==> config.mk <==
export PLATFORM = sky130hd
export DESIGN_NAME = alarm_tone_sequencer
export DESIGN_NICKNAME = d
export VERILOG_FILES = /design/src/rtl/alarm_tone_sequencer.sv
export SDC_FILE = /design/constraint.sdc
export NUM_CORES = 1
export LEC_CHECK = 0
export CAP_MARGIN = 25
export CORE_MARGIN = 5
export CORE_UTILIZATION = 47
export CTS_CLUSTER_SIZE = 28
export DETAILED_ROUTE_END_ITERATION = 10
export HOLD_SLACK_MARGIN = 0.12
export PLACE_DENSITY = 0.8
export SETUP_SLACK_MARGIN = 0.5
export SLEW_MARGIN = 20
export SYNTH_ARGS = -nofsm -noshare
export SYNTH_HDL_FRONTEND = slang
export SYNTH_SLANG_ARGS = --single-unit
==> constraint.sdc <==
create_clock -name CLOCK_50 -period 3.17 [get_ports CLOCK_50]
set_clock_uncertainty 0.05 [all_clocks]
set_input_delay 0.951 -clock CLOCK_50 [delete_from_list [all_inputs] [get_ports CLOCK_50]]
set_output_delay 0.951 -clock CLOCK_50 [all_outputs]
set_load 0.02 [all_outputs]
==> src/rtl/alarm_tone_sequencer.sv <==
// -----------------------------------------------------------------------------
// alarm_tone_sequencer
//
// Purpose:
//   Produces the alarm beep stream for the audio output path: a gated square
//   wave made of tone bursts separated by silence. One stereo sample pair is
//   written into the audio controller each time it reports FIFO space. The
//   controller FIFO is cleared once when the alarm starts and once more when it
//   stops, so the speaker falls silent at once.
//
// Ports:
//   CLOCK_50                 in   1   system clock, rising-edge
//   reset                    in   1   asynchronous, active-high
//   alarm_on                 in   1   level: 1 = sound alarm, 0 = silence
//   volume                   in   2   0 = quietest .. 3 = full scale
//   audio_out_allowed        in   1   controller reports FIFO space
//   left_channel_audio_out   out  32  sample to the controller, left
//   right_channel_audio_out  out  32  sample to the controller, right (= left)
//   write_audio_out          out  1   one-cycle write strobe
//   clear_audio_out_memory   out  1   one-cycle FIFO-clear pulse
//   busy                     out  1   1 whenever the sequencer is not idle
//   beep_count               out  8   completed bursts since start, saturating
// -----------------------------------------------------------------------------
module alarm_tone_sequencer #(
    parameter int          HALF_PERIOD = 48,
    parameter int          BEEP_ON     = 24000,
    parameter int          BEEP_OFF    = 24000,
    parameter logic [31:0] AMPLITUDE   = 32'h10000000
) (
    input  logic        CLOCK_50,
    input  logic        reset,
    input  logic        alarm_on,
    input  logic [1:0]  volume,
    input  logic        audio_out_allowed,
    output logic [31:0] left_channel_audio_out,
    output logic [31:0] right_channel_audio_out,
    output logic        write_audio_out,
    output logic        clear_audio_out_memory,
    output logic        busy,
    output logic [7:0]  beep_count
);

    localparam int HW   = (HALF_PERIOD > 1) ? $clog2(HALF_PERIOD) : 1;
    localparam int PMAX = (BEEP_ON > BEEP_OFF) ? BEEP_ON : BEEP_OFF;
    localparam int PW   = (PMAX > 1) ? $clog2(PMAX) : 1;

    localparam logic [HW-1:0] HALF_LAST = HW'(HALF_PERIOD - 1);
    localparam logic [HW-1:0] HALF_ONE  = HW'(1);
    localparam logic [PW-1:0] ON_LAST   = PW'(BEEP_ON - 1);
    localparam logic [PW-1:0] OFF_LAST  = PW'(BEEP_OFF - 1);
    localparam logic [PW-1:0] PHASE_ONE = PW'(1);

    typedef enum logic [2:0] {
        IDLE  = 3'd0,
        CLEAR = 3'd1,
        WAIT  = 3'd2,
        WRITE = 3'd3,
        STOP  = 3'd4
    } state_t;

    state_t          state;
    state_t          next_state;
    logic [HW-1:0]   half_cnt;
    logic [PW-1:0]   phase_cnt;
    logic            polarity;
    logic            on_phase;
    logic [31:0]     sample;

    // Square-wave sample for the current counter state; silence in the off
    // phase. The negative peak is the two's complement of the scaled peak.
    function automatic logic [31:0] tone_sample(input logic       on,
                                                input logic       pol,
                                                input logic [1:0] vol);
        logic [31:0] amp;
        amp = AMPLITUDE >> (2'd3 - vol);
        if (!on) begin
            tone_sample = 32'd0;
        end else if (pol) begin
            tone_sample = ~amp + 32'd1;
        end else begin
            tone_sample = amp;
        end
    endfunction

    // State register.
    always_ff @(posedge CLOCK_50 or posedge reset) begin
        if (reset) begin
            state <= IDLE;
        end else begin
            state <= next_state;
        end
    end

    // Next-state logic; a dropped alarm_on wins over FIFO space in WAIT.
    always_comb begin
        next_state = state;
        case (state)
            IDLE: begin
                if (alarm_on) next_state = CLEAR;
                else          next_state = IDLE;
            end
            CLEAR: next_state = WAIT;
            WAIT: begin
                if (!alarm_on)              next_state = STOP;
                else if (audio_out_allowed) next_state = WRITE;
                else                        next_state = WAIT;
            end
            WRITE:   next_state = WAIT;
            STOP:    next_state = IDLE;
            default: next_state = IDLE;
        endcase
    end

    // Strobes and busy are decoded from next_state so the registered outputs
    // line up with the state they describe.
    always_ff @(posedge CLOCK_50 or posedge reset) begin
        if (reset) begin
            write_audio_out        <= 1'b0;
            clear_audio_out_memory <= 1'b0;
            busy                   <= 1'b0;
        end else begin
            write_audio_out        <= (next_state == WRITE);
            clear_audio_out_memory <= (next_state == CLEAR) || (next_state == STOP);
            busy                   <= (next_state != IDLE);
        end
    end

    // Sample register: loaded on the way into WRITE, held until the next
    // write, and forced to zero when idle or once the burst ends.
    always_ff @(posedge CLOCK_50 or posedge reset) begin
        if (reset) begin
            sample <= 32'd0;
        end else if (next_state == WRITE) begin
            sample <= tone_sample(on_phase, polarity, volume);
        end else if ((next_state == IDLE) || (next_state == CLEAR)) begin
            sample <= 32'd0;
        end else if ((state == WRITE) && on_phase && (phase_cnt == ON_LAST)) begin
            sample <= 32'd0;
        end else begin
            sample <= sample;
        end
    end

    assign left_channel_audio_out  = sample;
    assign right_channel_audio_out = sample;

    // Tone and burst counters: zeroed on start, advanced once per write.
    always_ff @(posedge CLOCK_50 or posedge reset) begin
        if (reset) begin
            half_cnt   <= '0;
            phase_cnt  <= '0;
            polarity   <= 1'b0;
            on_phase   <= 1'b0;
            beep_count <= 8'd0;
        end else if ((state == IDLE) && (next_state == CLEAR)) begin
            half_cnt   <= '0;
            phase_cnt  <= '0;
            polarity   <= 1'b0;
            on_phase   <= 1'b1;
            beep_count <= 8'd0;
        end else if (state == WRITE) begin
            if (on_phase) begin
                if (phase_cnt == ON_LAST) begin
                    // Burst finished: next burst must start on the positive half.
                    phase_cnt <= '0;
                    on_phase  <= 1'b0;
                    half_cnt  <= '0;
                    polarity  <= 1'b0;
                    if (beep_count != 8'hFF) begin
                        beep_count <= beep_count + 8'd1;
                    end else begin
                        beep_count <= beep_count;
                    end
                end else begin
                    phase_cnt <= phase_cnt + PHASE_ONE;
                    if (half_cnt == HALF_LAST) begin
                        half_cnt <= '0;
                        polarity <= ~polarity;
                    end else begin
                        half_cnt <= half_cnt + HALF_ONE;
                    end
                end
            end else begin
                if (phase_cnt == OFF_LAST) begin
                    phase_cnt <= '0;
                    on_phase  <= 1'b1;
                end else begin
                    phase_cnt <= phase_cnt + PHASE_ONE;
                end
            end
        end else begin
            half_cnt <= half_cnt;
        end
    end

endmodule
Yosys cells after proc, flatten, opt, wreduce, memory -nomap -nowiden
Cells that the tools add are included.
Word-level totals
  register bits: 69
  input bits: 6
Operators by class
  shifts and indexed selects: 1
  add/subtract/negate cells: 5
  reduce and logical (&&, ||, !) cells: 18
  bitwise operators: 2
  mux-type cells: 32
  eq/ne operators: 9
Operators by type and width (count)
  two-way mux 32 bit: 5
  two-way mux 15 bit: 3
  two-way mux 8 bit: 5
  adder 32 x 1 -> 32 bit (second input constant): 1
  NOT 32 bit: 1
  right shift 29 x 2 -> 32 bit (first input constant): 1
  two-way mux 6 bit: 5
  adder 15 x 1 -> 15 bit (second input constant): 1
  == test 15 bit (second input constant): 1
  two-way mux 1 bit: 12
  == test 3 x 2 -> 1 bit (second input constant): 3
  case mux 3 bit (3 select lines): 1
  nonzero test 3 bit: 3
  adder 8 x 1 -> 8 bit (second input constant): 1
  != test 8 bit (second input constant): 1
  nonzero test 2 bit: 4
  adder 6 x 1 -> 6 bit (second input constant): 1
  == test 3 x 1 -> 1 bit (second input constant): 2
  == test 6 bit (second input constant): 1
  logical NOT 3 bit: 2
  AND reduction 4 bit: 1
  == test 3 bit (second input constant): 1
  logical AND 1 bit: 3
  two-way mux 3 bit: 1
  6 further kinds: 7

Depth between registers and ports, before layout
Gate-level depths: netlist of run 1.
  depth after elaboration: 7
  mapped depth: 8
  gate-level depth less buffers: 6

Worst setup path before layout of run 1
Ideal clock, no wire load.
  kind: input port to flip-flop
  from: input alarm_on
  to: register phase_cnt[9]
  setup slack: 0.744 ns
  stages on the path: 6
  arrival: 2.244 ns
  path buffers: 1
  setup time: 0.132 ns
  path through: or4b_1 buf_2 a211oi_1 nand4_1 xor2_1 nor2_1
On the way
  word-level cells in the longest chain between the ends: 5
Ends and longest elaborated chain
  start: declaration: line 32  | input logic alarm_on,
  two-way mux 3 bit / two-way mux 1 bit (equally long branches): line 104, 99
  case mux 3 bit (3 select lines) (*): line 97  | case (state)
  == test 3 x 1 -> 1 bit (*): line 155  | end else if ((state == IDLE) && (next_state == CLEAR)) begin
  logical AND 1 bit (*): line 155
  two-way mux 15 bit / nonzero test 2 bit (equally long branches)
  end signal: assignment: line 175  | phase_cnt <= phase_cnt + PHASE_ONE;
  end signal: assignment: line 188  | phase_cnt <= phase_cnt + PHASE_ONE;
  end: declaration: line 64  | logic [PW-1:0] phase_cnt;
Mark *: on every way between the ends. The rest lies on a longest branch, timed or not.
A chain may end at the register's enable or synchronous reset.

Worst setup path in the final report of run 1
  from: register beep_count[3]
  to: output beep_count[3]
RTL lines
  start: declaration: line 40  | output logic [7:0] beep_count
  start signal: assignment: line 170  | beep_count <= beep_count + 8'd1;
  start signal: assignment: line 172  | beep_count <= beep_count;
No word-level cell between the ends.

==> results of run 1 <==
## report_power, final
group	switching [mW]	total (mW)	internal (mW)
Sequential	0.0947	0.718	0.623
Clock	0.192	0.507	0.315
Combinational	0.288	0.451	0.163
## per-layer routing
layer,vias up,global-route usage
li1,921,-
met1,958,0.181
met2,107,0.214
met3,10,0.0422
met4,0,0.0432
met5,-,0
## area by class of cell
cell class	instances	area, um^2	area share
Clock buffer	6	72.6	0.0246
Clock inverter	2	60.1	0.0204
Inverter	6	22.5	0.00764
Multi-Input combinational cell	221	1290	0.437
Sequential cell	43	1080	0.365
Tap cell	72	90.1	0.0305
Timing Repair Buffer	35	340	0.115
## flip-flops by register name, indices dropped and copies added (netlist names)
name / count
phase_cnt: 15
beep_count: 8
half_cnt: 6
left_channel_audio_out: 6
state: 3
busy: 1
clear_audio_out_memory: 1
on_phase: 1
polarity: 1
write_audio_out: 1
## cell usage in the layout, fill, tap and decap left out, types with 2 or more instances in the layout
| cell type | instances |
|---|---|
| buf_4 | 5 |
| clkdlybuf4s50_1 | 29 |
| xor2_1 | 7 |
| o21ai_0 | 10 |
| ha_1 | 4 |
| nor2_1 | 29 |
| clkbuf_8 | 5 |
| or4_1 | 2 |
| a32o_1 | 2 |
| nor4_4 | 2 |
| and4_1 | 2 |
| o31ai_1 | 3 |
| dfrtp_1 | 43 |
| a21oi_1 | 9 |
| inv_1 | 6 |
| nor3_1 | 7 |
| nand4_1 | 6 |
| a21oi_2 | 2 |
| nor4b_1 | 2 |
| or2_2 | 3 |
| nand2b_1 | 5 |
| or4b_4 | 2 |
| a22o_1 | 3 |
| o2bb2ai_1 | 2 |
| nor4_1 | 3 |
| xnor2_1 | 9 |
| conb_1 | 50 |
| bufinv_16 | 2 |
| mux2i_1 | 2 |
| nand2_1 | 31 |
| nand3_1 | 9 |
## cell families (layout without fill, tap and decap cells)
group / Yosys count / after routing / synth area share
xor gates and xnor gates: 16 / 16 / 0.0535
adders and majority gates: 4 / 4 / 0.0191
DFF: 43 / 43 / 0.411
and+or+nand+nor: 112 / 112 / 0.226
other: 1 / 50 / 0.00143
muxes: 2 / 2 / 0.00765
buffers and inverters: 73 / 49 / 0.189
AOI/OAI and AO/OA: 37 / 37 / 0.0923
## path summary, 6_finish.rpt
kind	endpoint	depth (start not counted)	slack, ns
worst max register to register	left_channel_audio_out[26]	5	0.80
worst min-delay path	half_cnt[3]	1	0.48
worst min register to register	half_cnt[3]	1	0.48
max in group asynchronous	phase_cnt[1]	3	1.66
min in group asynchronous	left_channel_audio_out[29]	3	1.02
worst max-delay path	beep_count[3]	1	0.76
## repair_timing
| action | 4_1_cts | 5_1_grt |
|---|---|---|
| resized for setup | 3 | 7 |
| setup endpoints to repair | 5 | 10 |
| pin swaps | 0 | 1 |
| hold endpoints to repair | 0 | 0 |
==> results.ini, run 1 <==
[routing]
dr.pass1.iters = 4
post_drt_wl_per_cell_um = 13.7
vias = 1996
wl_met3_um = 573
vias_per_cell = 5.18
wl_met2_mm = 2.43
highest_layer = met4
wl_met1_mm = 2.17
wirelength_mm = 5.28
drtAntennaViolNets = 0
drc = 0
drt-initial-drc-count = 126

[cts]
numCtsBuffers = 5
post_cts_buffers = 0
clk_pin_slew_worst_paths_ns = 0.08
clock-sinks = 43
clk_latency_ns = 0.30
cts_buffer_depth = 2
clock-root-buffer = clkbuf_8
cts_tree = yes
htreeDepth = 2
cts-hold-fix-buffers = 0

[min_path]
worstHoldStart = half_cnt[3]
hp-class = reg -> reg

[critical_path]
path_cells = clkdlybuf4s50_1
cp_top_family = buffers and inverters
crit_fanout = 6
cp-end-kind = output port
critPathBufInv = 1
critPathArrivalTime_ns = 1.41
path_class = reg -> out
start_kind = register
slowest_delay_ns = 0.65
startpoint = beep_count[3]
required_ns = 2.17
critical-path-slowest-cell = clkdlybuf4s50_1
r2r_start = phase_cnt[6]

[timing]
totalNegativeSetupSlack_ns = 0
period_share = 0.760
finalHoldViolCount = 0
slew_headroom = 0.536
finalWorstSetupSlack_ns = 0.759
slew_viol_final = 0
fin_crit_ns = 2.41
rsz0062_at_grt = false
setup_viol = 0
whs_ns = 0.475
max_freq_mhz = 415
tightest_slew_ns = 0.691

[floorplanning]
core-area_um2 = 5470
start_util = 0.478
die_area_um2 = 7160
row_count = 27
die-height_um = 84.6
die_w_um = 84.6
ios = 81

[placed_design]
dp_hpwl_mm = 3.62
dp_worst_setup_slack_ns = 0.0245
dp.cells = 377
gp_congestion = 0.835
place_area_um2 = 2760
io_buffer_count = 30

[grt]
overflow = 0
grt_pass1_vias = 1783
antenna_found_initial = 0
grt_usage = 0.137
grt_pass1_wl_mm = 8.07
grt_max_degree = 44

[layout]
n_antenna_cell = 0
design_area_um2 = 2950
final_util = 0.539
drive_gt1_frac = 0.0863
n_fill_cell = 493
fin_cells = 385
syn_to_final_growth_pct = 12.7
layout.nets = 322

[synthesis]
yosys.area.top_type = dfrtp_1
ys_seq_elements = 43
synth_edf_count = 0
synthCells = 288
synth_cell_types = 44
synth-warning-count = 0
synth-async-reset-ratio = 1.00
syn_area_per_cell_um2 = 9.09
synthTopCellsByCount = 58 x buf_4, 43 x dfrtp_1, 31 x nand2_1
synth_area_leaders = dfrtp_1 41%, buf_4 17%, nand2_1 4.4%
synth.cell_area_um2 = 2620
synth-main-ff-cell = dfrtp_1
yosys.cell_count.top_type = buf_4
synth_top_area_frac = 0.411
ys_seq_area_frac = 0.411

[run]
maxCapViolations = 0

[pwr]
vdd_drop_max_uv = 217
leakage_nw = 1.34
power_density_nw_per_um2 = 568
power.total_mw = 1.68

[status]
status = finished, final reports clean

(Power assumes the default switching activity.)
==> inputs of run 2 (changes only) <==
--- a/config.mk
+++ b/config.mk
@@ -7,11 +7,11 @@
 export LEC_CHECK = 0
 export CAP_MARGIN = 25
 export CORE_MARGIN = 5
-export CORE_UTILIZATION = 47
+export CORE_UTILIZATION = 43
 export CTS_CLUSTER_SIZE = 28
 export DETAILED_ROUTE_END_ITERATION = 10
 export HOLD_SLACK_MARGIN = 0.12
-export PLACE_DENSITY = 0.8
+export PLACE_DENSITY = 0.78
 export SETUP_SLACK_MARGIN = 0.5
 export SLEW_MARGIN = 20
 export SYNTH_ARGS = -nofsm -noshare
==> constraint.sdc (replaced) <==
create_clock -name CLOCK_50 -period 2.21 [get_ports CLOCK_50]
set_clock_uncertainty 0.05 [all_clocks]
set_input_delay 0.663 -clock CLOCK_50 [delete_from_list [all_inputs] [get_ports CLOCK_50]]
set_output_delay 0.663 -clock CLOCK_50 [all_outputs]
set_load 0.02 [all_outputs]
==> run 2 against run 1 <==
- non-clock buffer count grew 45
- utilization grew 5.7 points
- cell area grew 20%
- cell count grew 12%
- count of clock-buffer cells in the layout is the same
- critical path depth grew 5
- clock power is essentially flat
- critical path type is now reg -> reg
- highest routed layer unchanged
==> results.ini, run 2 (same netlist as run 1, synthesis figures left out) <==
[cts]
clock-root-buffer = clkbuf_8
numCtsBuffers = 5  ; unchanged
htreeDepth = 2  ; unchanged
clk_latency_ns = 0.31  ; about the same
clk_pin_slew_worst_paths_ns = 0.08  ; about the same
cts_tree = yes
clock-sinks = 43  ; unchanged
cts_buffer_depth = 2  ; unchanged
cts-hold-fix-buffers = 0  ; unchanged

[timing]
slew_viol_final = 0  ; unchanged
max_freq_mhz = 461
rsz0062_at_grt = true
setup_viol = 0  ; unchanged
period_share = 0.982
finalHoldViolCount = 0  ; unchanged
fin_crit_ns = 2.17
finalWorstSetupSlack_ns = 0.0403  ; -0.719 ns
whs_ns = 0.458  ; -0.0172 ns

[placed_design]
gp_congestion = 0.862  ; +3.3%
dp_worst_setup_slack_ns = -0.418  ; -0.443 ns
io_buffer_count = 30  ; unchanged
dp_hpwl_mm = 4.04  ; +12%

[routing]
drt-initial-drc-count = 85  ; -33%
post_drt_wl_per_cell_um = 15.1  ; +9.8%
drtAntennaViolNets = 0  ; unchanged
drc = 0  ; unchanged
wirelength_mm = 6.52  ; +24%
vias = 2176  ; +9.0%
vias_per_cell = 5.03  ; -3.1%
dr.pass1.iters = 4  ; unchanged

[pwr]
leakage_nw = 1.64  ; +23%
combPwrFrac = 0.418  ; +0.149
seqPwrFrac = 0.387  ; -0.041
power.total_mw = 2.59  ; +55%
switching_power_mw = 1.02  ; +77%
switching_share = 0.393  ; +0.0496
vdd_drop_max_uv = 337  ; +56%
clock_power_share = 0.195  ; -0.108
power_density_nw_per_um2 = 735  ; +29%
p_int_mw = 1.57  ; +43%

[floorplanning]
core-area_um2 = 5920  ; +8.2%
die_area_um2 = 7750  ; +8.2%
row_count = 28  ; +3.7%
ios = 81  ; unchanged
die_w_um = 88.0  ; +4.0%
die-height_um = 88.0  ; +4.0%
start_util = 0.442  ; -0.0362

[critical_path]
r2r_slack_ns = 0.04  ; -0.76 ns
path_cells = or4b_4, or4_4, buf_6, and3_4, o21ai_1, o41ai_1
critPathBufInv = 1  ; unchanged
critical-path-slowest-cell = or4b_4
startpoint = phase_cnt[6]
cp-end-kind = register
r2r_start = phase_cnt[6]
required_ns = 2.34  ; +0.17 ns
crit_cells = 6  ; +5
path_class = reg -> reg
worstSetupEndpoint = polarity
timing.rr.end = polarity
slowest_delay_ns = 0.56  ; -0.09 ns
cp_top_family = simple AND/OR/NAND/NOR gates
critPathArrivalTime_ns = 2.30  ; +0.89 ns
start_kind = register
crit_fanout = 4  ; -2
reg2reg_depth = 6  ; +1

[layout]
largest_reg_flops = 15  ; unchanged
drive_gt1_frac = 0.372  ; +0.285
layout.nets = 367  ; +14%
syn_to_final_growth_pct = 34.7
top_register = phase_cnt
final_common_cell = conb_1
top_regs = phase_cnt x15, beep_count x8
n_antenna_cell = 0  ; unchanged
layout_common_cells = 50 x conb_1, 40 x dfrtp_1, 40 x buf_4

[grt]
antenna_found_initial = 0  ; unchanged
grt_usage = 0.159  ; +0.0222
overflow = 0  ; unchanged
grt_pass1_vias = 2021  ; +13%
grt_pass1_wl_mm = 9.67  ; +20%
grt_max_degree = 44  ; unchanged

[run]
maxCapViolations = 0  ; unchanged

[min_path]
hp-class = reg -> reg

[status]
status = finished, final reports clean

run 2: power groups by stage:
stage	clock [mW]	sequential, mW	combinational, mW
global placement	0	1.01	0.752
floorplan	0	1.01	0.568
global route	0.541	1.02	1.16
detailed placement	0	1.02	0.779
CTS	0.508	0.998	0.894
finish	0.504	1.00	1.08
run 2: metal layers:
layer	wire length, um	vias to the layer above	global-route usage
li1	-	1015	-
met1	2450	1077	0.186
met2	3500	72	0.290
met3	448	12	0.0386
met4	116	0	0.0398
met5	0	-	0
run 2: how the worst min path moves through the flow:
stage	from	end	slack, ns	cells past startpoint
after floorplan	half_cnt[1]	half_cnt[1]	0.42	2
after global routing	half_cnt[0]	half_cnt[0]	0.49	1
after CTS	half_cnt[0]	half_cnt[0]	0.48	1
after detailed placement	phase_cnt[1]	phase_cnt[1]	0.46	1
final	half_cnt[0]	half_cnt[0]	0.46	1
after global placement	half_cnt[1]	half_cnt[1]	0.45	2
run 2: timing repair:
action,4_1_cts,5_1_grt
buffers inserted,18,9
pin swaps,10,13
endpoints found under the setup margin,60,52
gates resized for setup,94,69
run 2: final cells by class:
cell class                      count  area (um^2)
Inverter                            6         26.3
Clock buffer                        6         72.6
Multi-Input combinational cell    221         1540
Tap cell                           75         93.8
Sequential cell                    43         1080
Clock inverter                      2         12.5
Timing Repair Buffer               80          697
Fill cell                         487         2390
run 2: metrics by stage:
stage | TNS (ns) | instance area (um^2) | utilization | cells
CTS | 0 | 3300 | 0.557 | 424
finish | 0 | 3530 | 0.596 | 433
detailed placement | -7.43 | 2990 | 0.504 | 398
global route | -0.284 | 3530 | 0.596 | 433
floorplan | 0 | 2890 | - | 337
global placement | -6.66 | 2990 | 0.504 | 398
